**src/rtl/multicycle_cpu_core.sv**
```systemverilog
// Multi-cycle CPU core: FETCH/DECODE/EXEC/MEM/WB sequencer, register file, Z/C ALU,
// branch/halt logic and a req/ack memory port that tolerates variable latency.
module multicycle_cpu_core #(
    parameter int unsigned       DATA_W   = 32,
    parameter int unsigned       ADDR_W   = 16,
    parameter int unsigned       REG_CNT  = 8,
    parameter logic [ADDR_W-1:0] RESET_PC = '0
) (
    input  logic              clk,
    input  logic              reset,
    output logic              mem_req,
    output logic              mem_we,
    output logic [ADDR_W-1:0] mem_addr,
    output logic [DATA_W-1:0] mem_wdata,
    input  logic [DATA_W-1:0] mem_rdata,
    input  logic              mem_ack,
    output logic              halted,
    output logic              illegal,
    output logic [ADDR_W-1:0] pc_dbg
);

    localparam int unsigned RAW = $clog2(REG_CNT);

    localparam logic [4:0] OP_NOP = 5'd0;
    localparam logic [4:0] OP_ADD = 5'd1;
    localparam logic [4:0] OP_SUB = 5'd2;
    localparam logic [4:0] OP_AND = 5'd3;
    localparam logic [4:0] OP_OR  = 5'd4;
    localparam logic [4:0] OP_XOR = 5'd5;
    localparam logic [4:0] OP_LDI = 5'd6;
    localparam logic [4:0] OP_LD  = 5'd7;
    localparam logic [4:0] OP_ST  = 5'd8;
    localparam logic [4:0] OP_JMP = 5'd9;
    localparam logic [4:0] OP_BZ  = 5'd10;
    localparam logic [4:0] OP_HLT = 5'd11;

    typedef enum logic [2:0] {
        S_FETCH,
        S_DECODE,
        S_EXEC,
        S_MEM,
        S_WB,
        S_HALT
    } state_e;

    state_e r_state;
    state_e w_next_state;

    logic [ADDR_W-1:0] r_pc;
    logic [4:0]        r_op;
    logic [RAW-1:0]    r_rd;
    logic [RAW-1:0]    r_rs;
    logic [ADDR_W-1:0] r_imm;
    logic [DATA_W-1:0] r_rd_val;
    logic [DATA_W-1:0] r_rs_val;
    logic [DATA_W-1:0] r_result;
    logic              r_z;
    logic              r_c;
    logic              r_illegal;
    logic [DATA_W-1:0] r_regs [REG_CNT];

    logic [DATA_W:0]   w_sum;
    logic [DATA_W:0]   w_diff;
    logic [DATA_W-1:0] w_alu_res;
    logic              w_alu_c;
    logic              w_flag_op;
    logic              w_wb_op;

    logic              w_req;
    logic              w_we;
    logic [ADDR_W-1:0] w_addr;
    logic [DATA_W-1:0] w_wdata;

    // The top bit of the widened difference is the borrow (rd < rs unsigned).
    always_comb begin
        w_sum     = {1'b0, r_rd_val} + {1'b0, r_rs_val};
        w_diff    = {1'b0, r_rd_val} - {1'b0, r_rs_val};
        w_alu_res = '0;
        w_alu_c   = 1'b0;
        case (r_op)
            OP_ADD: begin
                w_alu_res = w_sum[DATA_W-1:0];
                w_alu_c   = w_sum[DATA_W];
            end
            OP_SUB: begin
                w_alu_res = w_diff[DATA_W-1:0];
                w_alu_c   = w_diff[DATA_W];
            end
            OP_AND:  w_alu_res = r_rd_val & r_rs_val;
            OP_OR:   w_alu_res = r_rd_val | r_rs_val;
            OP_XOR:  w_alu_res = r_rd_val ^ r_rs_val;
            OP_LDI:  w_alu_res = DATA_W'(r_imm);
            default: w_alu_res = '0;
        endcase
    end

    assign w_flag_op = (r_op >= OP_ADD) && (r_op <= OP_XOR);
    assign w_wb_op   = w_flag_op || (r_op == OP_LDI);

    always_ff @(posedge clk) begin
        if (reset) begin
            r_state <= S_FETCH;
        end else begin
            r_state <= w_next_state;
        end
    end

    always_comb begin
        w_next_state = r_state;
        w_req        = 1'b0;
        w_we         = 1'b0;
        w_addr       = '0;
        w_wdata      = '0;
        case (r_state)
            S_FETCH: begin
                w_req  = 1'b1;
                w_addr = r_pc;
                if (mem_ack) begin
                    w_next_state = S_DECODE;
                end
            end
            S_DECODE: w_next_state = S_EXEC;
            S_EXEC: begin
                if (w_wb_op) begin
                    w_next_state = S_WB;
                end else if ((r_op == OP_LD) || (r_op == OP_ST)) begin
                    w_next_state = S_MEM;
                end else if ((r_op == OP_NOP) || (r_op == OP_JMP) || (r_op == OP_BZ)) begin
                    w_next_state = S_FETCH;
                end else begin
                    w_next_state = S_HALT;
                end
            end
            S_MEM: begin
                w_req  = 1'b1;
                w_addr = r_imm;
                if (r_op == OP_ST) begin
                    w_we    = 1'b1;
                    w_wdata = r_rd_val;
                end
                if (mem_ack) begin
                    w_next_state = (r_op == OP_LD) ? S_WB : S_FETCH;
                end
            end
            S_WB:    w_next_state = S_FETCH;
            S_HALT:  w_next_state = S_HALT;
            default: w_next_state = S_FETCH;
        endcase
    end

    always_ff @(posedge clk) begin
        if (reset) begin
            r_pc      <= RESET_PC;
            r_op      <= '0;
            r_rd      <= '0;
            r_rs      <= '0;
            r_imm     <= '0;
            r_rd_val  <= '0;
            r_rs_val  <= '0;
            r_result  <= '0;
            r_z       <= 1'b0;
            r_c       <= 1'b0;
            r_illegal <= 1'b0;
            for (int unsigned i = 0; i < REG_CNT; i++) begin
                r_regs[RAW'(i)] <= '0;
            end
        end else begin
            case (r_state)
                S_FETCH: begin
                    if (mem_ack) begin
                        r_op  <= mem_rdata[DATA_W-1 -: 5];
                        r_rd  <= mem_rdata[DATA_W-6 -: RAW];
                        r_rs  <= mem_rdata[DATA_W-6-RAW -: RAW];
                        r_imm <= mem_rdata[ADDR_W-1:0];
                        r_pc  <= r_pc + ADDR_W'(1);
                    end
                end
                S_DECODE: begin
                    r_rd_val <= r_regs[r_rd];
                    r_rs_val <= r_regs[r_rs];
                end
                S_EXEC: begin
                    if (w_wb_op) begin
                        r_result <= w_alu_res;
                    end
                    if (w_flag_op) begin
                        r_z <= (w_alu_res == '0);
                        r_c <= w_alu_c;
                    end
                    if ((r_op == OP_JMP) || ((r_op == OP_BZ) && r_z)) begin
                        r_pc <= r_imm;
                    end
                    if (r_op > OP_HLT) begin
                        r_illegal <= 1'b1;
                    end
                end
                S_MEM: begin
                    if (mem_ack && (r_op == OP_LD)) begin
                        r_result <= mem_rdata;
                    end
                end
                S_WB:    r_regs[r_rd] <= r_result;
                default: ;
            endcase
        end
    end

    // Outputs are forced quiet while reset is held so a stale state cannot leak a request.
    assign mem_req   = w_req & ~reset;
    assign mem_we    = w_we & ~reset;
    assign mem_addr  = reset ? '0 : w_addr;
    assign mem_wdata = reset ? '0 : w_wdata;
    assign halted    = (r_state == S_HALT) && !reset;
    assign illegal   = r_illegal && !reset;
    assign pc_dbg    = r_pc;

endmodule

```
**config.mk**
```make
export PLATFORM = sky130hd
export DESIGN_NAME = multicycle_cpu_core
export DESIGN_NICKNAME = d
export VERILOG_FILES = /design/src/rtl/multicycle_cpu_core.sv
export SDC_FILE = /design/constraint.sdc
export NUM_CORES = 1
export LEC_CHECK = 0
export CAP_MARGIN = 20
export CORE_ASPECT_RATIO = 0.8
export CORE_MARGIN = 5
export CORE_UTILIZATION = 62
export DETAILED_ROUTE_END_ITERATION = 12
export HOLD_SLACK_MARGIN = 0.05
export PLACE_DENSITY = 0.9
export SLEW_MARGIN = 20
export SYNTH_ARGS = -nofsm -noshare
export SYNTH_HDL_FRONTEND = slang
export SYNTH_SLANG_ARGS = --single-unit
```
**constraint.sdc**
```tcl
create_clock -name clk -period 6.3 [get_ports clk]
set_input_delay 1.575 -clock clk [delete_from_list [all_inputs] [get_ports clk]]
set_output_delay 1.575 -clock clk [all_outputs]
set_load 0.005 [all_outputs]
```
==> results of run 1 <==
-- worst paths after layout --
path | from | to | cells past startpoint
hold / removal | r_illegal$_SDFFE_PP0P_ | r_illegal$_SDFFE_PP0P_ | 2
setup reg to reg | r_rs_val[6]$_SDFFE_PP0P_ | r_result[30]$_SDFFE_PP0P_ | 17
setup / recovery | r_rs_val[6]$_SDFFE_PP0P_ | r_result[30]$_SDFFE_PP0P_ | 17
hold reg to reg | r_illegal$_SDFFE_PP0P_ | r_illegal$_SDFFE_PP0P_ | 2
-- power by group through the flow --
stage	clock network, mW	registers (mW)	logic, mW
floorplan	0	3.02	1.05
global placement	0	3.13	1.33
detailed placement	0	3.14	1.36
CTS	2.54	3.08	1.38
global route	2.65	3.10	1.52
finish	2.54	3.09	1.42
-- flip-flops by register name, summed over array words and instances, names as in the netlist --
signal     count
r_rs           3
r_imm         16
r_illegal      1
r_rs_val      32
pc_dbg        16
r_result      32
r_rd           3
r_state        3
r_op           5
r_rd_val      32
r_regs       256
r_z            1
-- routing by layer --
layer | GRT usage, % | vias up | share of wire [%]
li1 | - | 8141 | -
met1 | 45.38 | 9138 | 36
met2 | 55.43 | 1429 | 45
met3 | 10.97 | 296 | 14
met4 | 13.18 | 6 | 4.2
met5 | 0 | - | 0.058
-- per-stage QoR --
stage	area, um2	setup WS, ps	std cells	utilization (%)
after floorplan	23660	1782	2198	-
after global placement	25050	1140	2670	66.01
after detailed placement	25080	1001	2671	66.08
after CTS	26470	961.9	2747	69.74
after global routing	26480	508.0	2747	69.76
final	26480	851.8	2747	69.76
-- worst min-delay path, stage by stage (launching register included) --
cell and delay [ps]:
dfxtp_1 320, nor2_1 50, nor2_1 70
-- cell usage after synthesis (all sizes together) (29+ instances only) --
cell | instances | area share (%)
o21ai | 68 | 1.5
and2 | 294 | 7.8
nand2 | 143 | 2.3
mux4 | 128 | 12
nor2 | 187 | 3.0
xnor2 | 44 | 1.7
dfxtp | 144 | 12
mux2i | 68 | 2.9
a21oi | 133 | 2.8
a22oi | 33 | 1.0
ha | 97 | 5.1
a211oi | 97 | 3.1
inv | 72 | 1.1
buf | 29 | 0.50
edfxtp | 256 | 32
clkbuf | 131 | 2.1
-- cells by family after synthesis --
kind of cell	after synthesis
flip-flops	400
buffers and inverters	232
adder cells (fa/ha/maj)	98
AO/OA/AOI/OAI	446
multiplexers	197
XOR/XNOR	56
AND/OR/NAND/NOR	769
-- final cells by class --
cell class                      instances  area, um2
Clock buffer                           51       1125
Clock inverter                         25      262.8
Fill cell                            2610      11480
Inverter                               72      270.3
Multi-Input combinational cell       1566      12310
Sequential cell                       400      10580
Tap cell                              495      619.3
Timing Repair Buffer                  138       1309
==> flow_metrics.env, run 1 <==
export IMPL_cts_buffers=41
export IMPL_syn_inst=2198
export IMPL_cts_root_buffer="clkbuf_16"
export IMPL_p_leak_nw=9.487
export IMPL_yosys_warnings=0
export IMPL_startpoint_type="flop"
export IMPL_p_sw_share_pct=30.17
export IMPL_synth_cell_types=63
export IMPL_drt_iter0_markers=2836
export IMPL_avgSynthCellArea_um2=10.76
export IMPL_max_stage_delay_ps=720
export IMPL_antenna_left=0
export IMPL_netlist_area_mm2=0.02366
export IMPL_hold_class="flop to flop"
export IMPL_diodes=0
export IMPL_outcome="completed"
export IMPL_grt_pass1_wl_um=113300
export IMPL_relSlewSlack_pct=19.06
export IMPL_grt_usage_pct=34.80
export IMPL_critPathKind="flop to flop"
export IMPL_layout_drive_gt1_share_pct=12.12
export IMPL_clockBufferDepth=3
export IMPL_path_clk_slew_ps=70
export IMPL_fin_skew_ps=19.50
export IMPL_dr_pass1_iters=7
export IMPL_synth_top_family_by_area="simple AND/OR/NAND/NOR gates"
export IMPL_synthAdderAreaFrac_pct=5.215
export IMPL_power_mw=7.049
export IMPL_final_common_cell="and2_1"
export IMPL_htree_levels=2
export IMPL_maxCapViolCount=0
export IMPL_slew_viol_final=0
export IMPL_p_seq_share_pct=43.9
export IMPL_io_pins=103
export IMPL_die_w_um=228.4
export IMPL_fin_crit_sh_pct=86.48
export IMPL_period_minus_slack_ps=5448
export IMPL_core_mm2=0.03796
export IMPL_final_hold_viol_count=0
export IMPL_cp_common_cell="a21oi_1"
export IMPL_cp_num_buf_inv=0
export IMPL_ys_seq_elements=400
export IMPL_synth_nets=2331
export IMPL_p_sw_mw=2.127
export IMPL_portBuffers=102
export IMPL_synth_edf_count=256
export IMPL_grt_max_degree=86
export IMPL_setup_viol=0
export IMPL_antenna_found_initial=3
export IMPL_fin_tns_setup_ps=0
export IMPL_synth_async_sr_flop_share_pct=0
export IMPL_worstMarginPinSlew_ps=1214
export IMPL_ys_flop_type="edfxtp_1"
export IMPL_p_int_mw=4.922
export IMPL_critPathCaptureType="flop"
export IMPL_final_cell_mix="294 x and2_1, 256 x edfxtp_1, 179 x nor2_1"
export IMPL_areaGrowthSynthToFinish_pct=11.93
export IMPL_combinationalPowerShare_pct=20.1
export IMPL_cp_top_family="compound AO/OA/AOI/OAI gates"
export IMPL_synth_compound_area_share_pct=12.34
export IMPL_muxShareOfSynthArea_pct=15.11
export IMPL_crit_path_top_delay_cell="nor3_1"
export IMPL_p_per_area_mw_per_mm2=266.2
export IMPL_ir_drop_mv=0.2223
export IMPL_clkPwrFrac_pct=36.0
export IMPL_max_freq_ghz=0.1835
export IMPL_yosysSeqAreaShare_pct=44.68
export IMPL_wl_per_cell_um=27.21
export IMPL_grt_overflow=0
export IMPL_ctsResizeCount=0
export IMPL_final_nets=2352
export IMPL_synth_xor_area_share_pct=2.105
export IMPL_drc=0
export IMPL_die_area_mm2=0.04219
export IMPL_finalWirelength_um=74760
export IMPL_clock_latency_ps=560
export IMPL_num_rows=64
export IMPL_hpwl_um=48190
export IMPL_cts_sinks=400
export IMPL_synth_simple_area_share_pct=16.82
export IMPL_die_h_um=184.7
export IMPL_cp_max_fo=8
export IMPL_arrival_ps=5920
export IMPL_regToRegSetupSlack_ps=850
export IMPL_crit_path_cell_trace="nor4_1, nand4_1, or2_2, nor3_1, nor2_1, xnor2_1, ha_1, a21oi_1, nand2_1, a2111oi_0, o211ai_1, a311oi_1, o21bai_1, xnor2_1, a21oi_1, a211o_1, a21oi_1"
export IMPL_hold_worst_slack_ps=475.2
export IMPL_vias_per_cell=6.920
export IMPL_required_ps=6770
export IMPL_start_util_pct=62.33
export IMPL_cts_tree="done"
export IMPL_place_congestion=0.9435
export IMPL_cts_hold_buf=0
export IMPL_grt_pass1_vias=19010
export IMPL_rsz0062_at_grt="no"
export IMPL_cts_setup_buffers=0
export IMPL_vias=19010
Power figures use the tool's default switching activity.
==> run 2, diff against run 1 <==
--- a/config.mk
+++ b/config.mk
@@ -6,7 +6,7 @@
 export NUM_CORES = 1
 export LEC_CHECK = 0
 export CAP_MARGIN = 20
-export CORE_ASPECT_RATIO = 0.8
+export CORE_ASPECT_RATIO = 1.5
 export CORE_MARGIN = 5
 export CORE_UTILIZATION = 62
 export DETAILED_ROUTE_END_ITERATION = 12
==> run 2 against run 1 <==
Against the previous run: first-iteration DRC count decreased by 3.9%; register-to-register slack got worse by 370 ps; die area increased by 0.13%; clock-buffer cell count decreased by 3; routed wire length increased by 3.9%; clock power decreased by 6%; total power decreased by 2.0%; non-clock buffer count increased by 12; critical endpoint is now r_z$_SDFFE_PP0P_; highest routed layer is now met4.
==> flow_metrics.env, run 2 (synthesis results as in run 1) <==
export IMPL_outcome="completed"
export IMPL_seq_area_mm2=0.01058
export IMPL_rsz0062_at_grt="no"
export IMPL_drc=0
export IMPL_multi_input_area_mm2=0.01231
export IMPL_start_util_pct=62.81
export IMPL_p_leak_nw=9.460
export IMPL_die_w_um=169.5
export IMPL_dr_pass1_iters=6
export IMPL_drt_iter0_markers=2724
export IMPL_grt_pass1_wl_um=117600
export IMPL_vias=19480
export IMPL_path_clk_slew_ps=70
export IMPL_portBuffers=102
export IMPL_wl_per_cell_um=28.29
export IMPL_p_per_area_mw_per_mm2=261.5
export IMPL_period_minus_slack_ps=5822
export IMPL_vias_per_cell=7.093
export IMPL_antenna_left=0
export IMPL_hpwl_um=50860
export IMPL_cts_setup_buffers=0
export IMPL_nFillCells=2455
export IMPL_hold_worst_slack_ps=483.9
export IMPL_arrival_ps=6310
export IMPL_layout_drive_gt1_share_pct=12.41
export IMPL_fin_crit_sh_pct=92.42
export IMPL_fin_tns_setup_ps=0
export IMPL_ctsResizeCount=0
export IMPL_areaGrowthSynthToFinish_pct=11.69
export IMPL_antenna_found_initial=1
export IMPL_grt_usage_pct=36.27
export IMPL_core_mm2=0.03766
export IMPL_cts_root_buffer="clkbuf_16"
export IMPL_max_freq_ghz=0.1718
export IMPL_die_h_um=249.2
export IMPL_grt_max_degree=77
export IMPL_largest_reg_flops=256
export IMPL_die_area_mm2=0.04224
export IMPL_ir_drop_mv=0.2345
export IMPL_cts_sinks=400
export IMPL_final_hold_viol_count=0
export IMPL_grt_pass1_vias=19940
export IMPL_clockBufferDepth=3
export IMPL_num_rows=87
export IMPL_grt_overflow=0
export IMPL_final_cell_mix="294 x and2_1, 256 x edfxtp_1, 178 x nor2_1"
export IMPL_io_pins=103
export IMPL_maxCapViolCount=0
export IMPL_cts_tree="done"
export IMPL_worstMarginPinSlew_ps=1165
export IMPL_hold_class="flop to flop"
export IMPL_regMostFlops="r_regs"
export IMPL_htree_levels=2
export IMPL_fin_skew_ps=17.53
export IMPL_setup_viol=0
export IMPL_cts_buffers=38
export IMPL_finalWirelength_um=77690
export IMPL_clock_latency_ps=550
export IMPL_slew_viol_final=0
export IMPL_place_congestion=1.070
export IMPL_final_nets=2361
export IMPL_final_common_cell="and2_1"
export IMPL_startpoint_type="flop"
export IMPL_cp_max_fo=8
export IMPL_critPathCaptureType="flop"
export IMPL_relSlewSlack_pct=21.87
export IMPL_cts_hold_buf=0
export IMPL_critPathKind="flop to flop"
export IMPL_required_ps=6790
run 2: per-layer routing:
metal  routed length (um)  up-vias  global-route usage [%]  share of wire (%)
li1                     -     8136                       -                  -
met1                24540     9301                   41.29                 32
met2                37710     1596                   59.59                 49
met3                 8763      445                   8.303                 11
met4                 6679        0                   26.08                8.6
met5                    0        -                       0                  0
run 2: per-stage QoR:
| step | util, % | cells | power [mW] | worst slack, ps | area [um2] |
|---|---|---|---|---|---|
| floorplan | - | 2198 | 4.067 | 1782 | 23660 |
| global placement | 66.79 | 2677 | 4.472 | 1064 | 25160 |
| detailed placement | 66.79 | 2677 | 4.520 | 904.0 | 25160 |
| CTS | 70.15 | 2745 | 6.856 | 876.1 | 26420 |
| global route | 70.15 | 2745 | 7.135 | 307.5 | 26420 |
| finish | 70.15 | 2746 | 6.909 | 477.6 | 26420 |
run 2: final timing paths:
| check | startpoint | end | slack [ps] | cells after the start |
|---|---|---|---|---|
| worst min-delay path | r_illegal$_SDFFE_PP0P_ | r_illegal$_SDFFE_PP0P_ | 480 | 2 |
| worst min register to register | r_illegal$_SDFFE_PP0P_ | r_illegal$_SDFFE_PP0P_ | 480 | 2 |
| worst max register to register | r_rs_val[0]$_SDFFE_PP0P_ | r_z$_SDFFE_PP0P_ | 480 | 17 |
| worst max-delay path | r_rs_val[0]$_SDFFE_PP0P_ | r_z$_SDFFE_PP0P_ | 480 | 17 |
run 2: final cells by class:
class | instances | share of cell area, %
diodes | 1 | 0.009471
flip-flops and latches | 400 | 40.05
repair buffers | 150 | 5.218
well taps | 489 | 2.316
clock inverters | 20 | 0.9281
clock buffers | 48 | 3.859
multi-input cells | 1566 | 46.60
inverters | 72 | 1.023
run 2: worst max-delay path, cell delays in order (launching register included):
cell and delay, ps:
dfxtp_1 360, or4_1 590, or3_1 520, o41ai_1 390, xnor2_1 120, ha_1 420
o21a_1 180, a21oi_1 90, a211oi_1 950, a2111oi_0 210, buf_4 210, o211ai_1 340
a31oi_1 170, xnor2_1 170, a21o_1 180, a2111oi_0 590, nand4_1 180, nand2_1 100
run 2: power breakdown:
group          total, mW  switching [mW]  internal (mW)
logic               1.46           0.876          0.585
clock network       2.38            1.05           1.33
registers           3.07           0.175           2.90
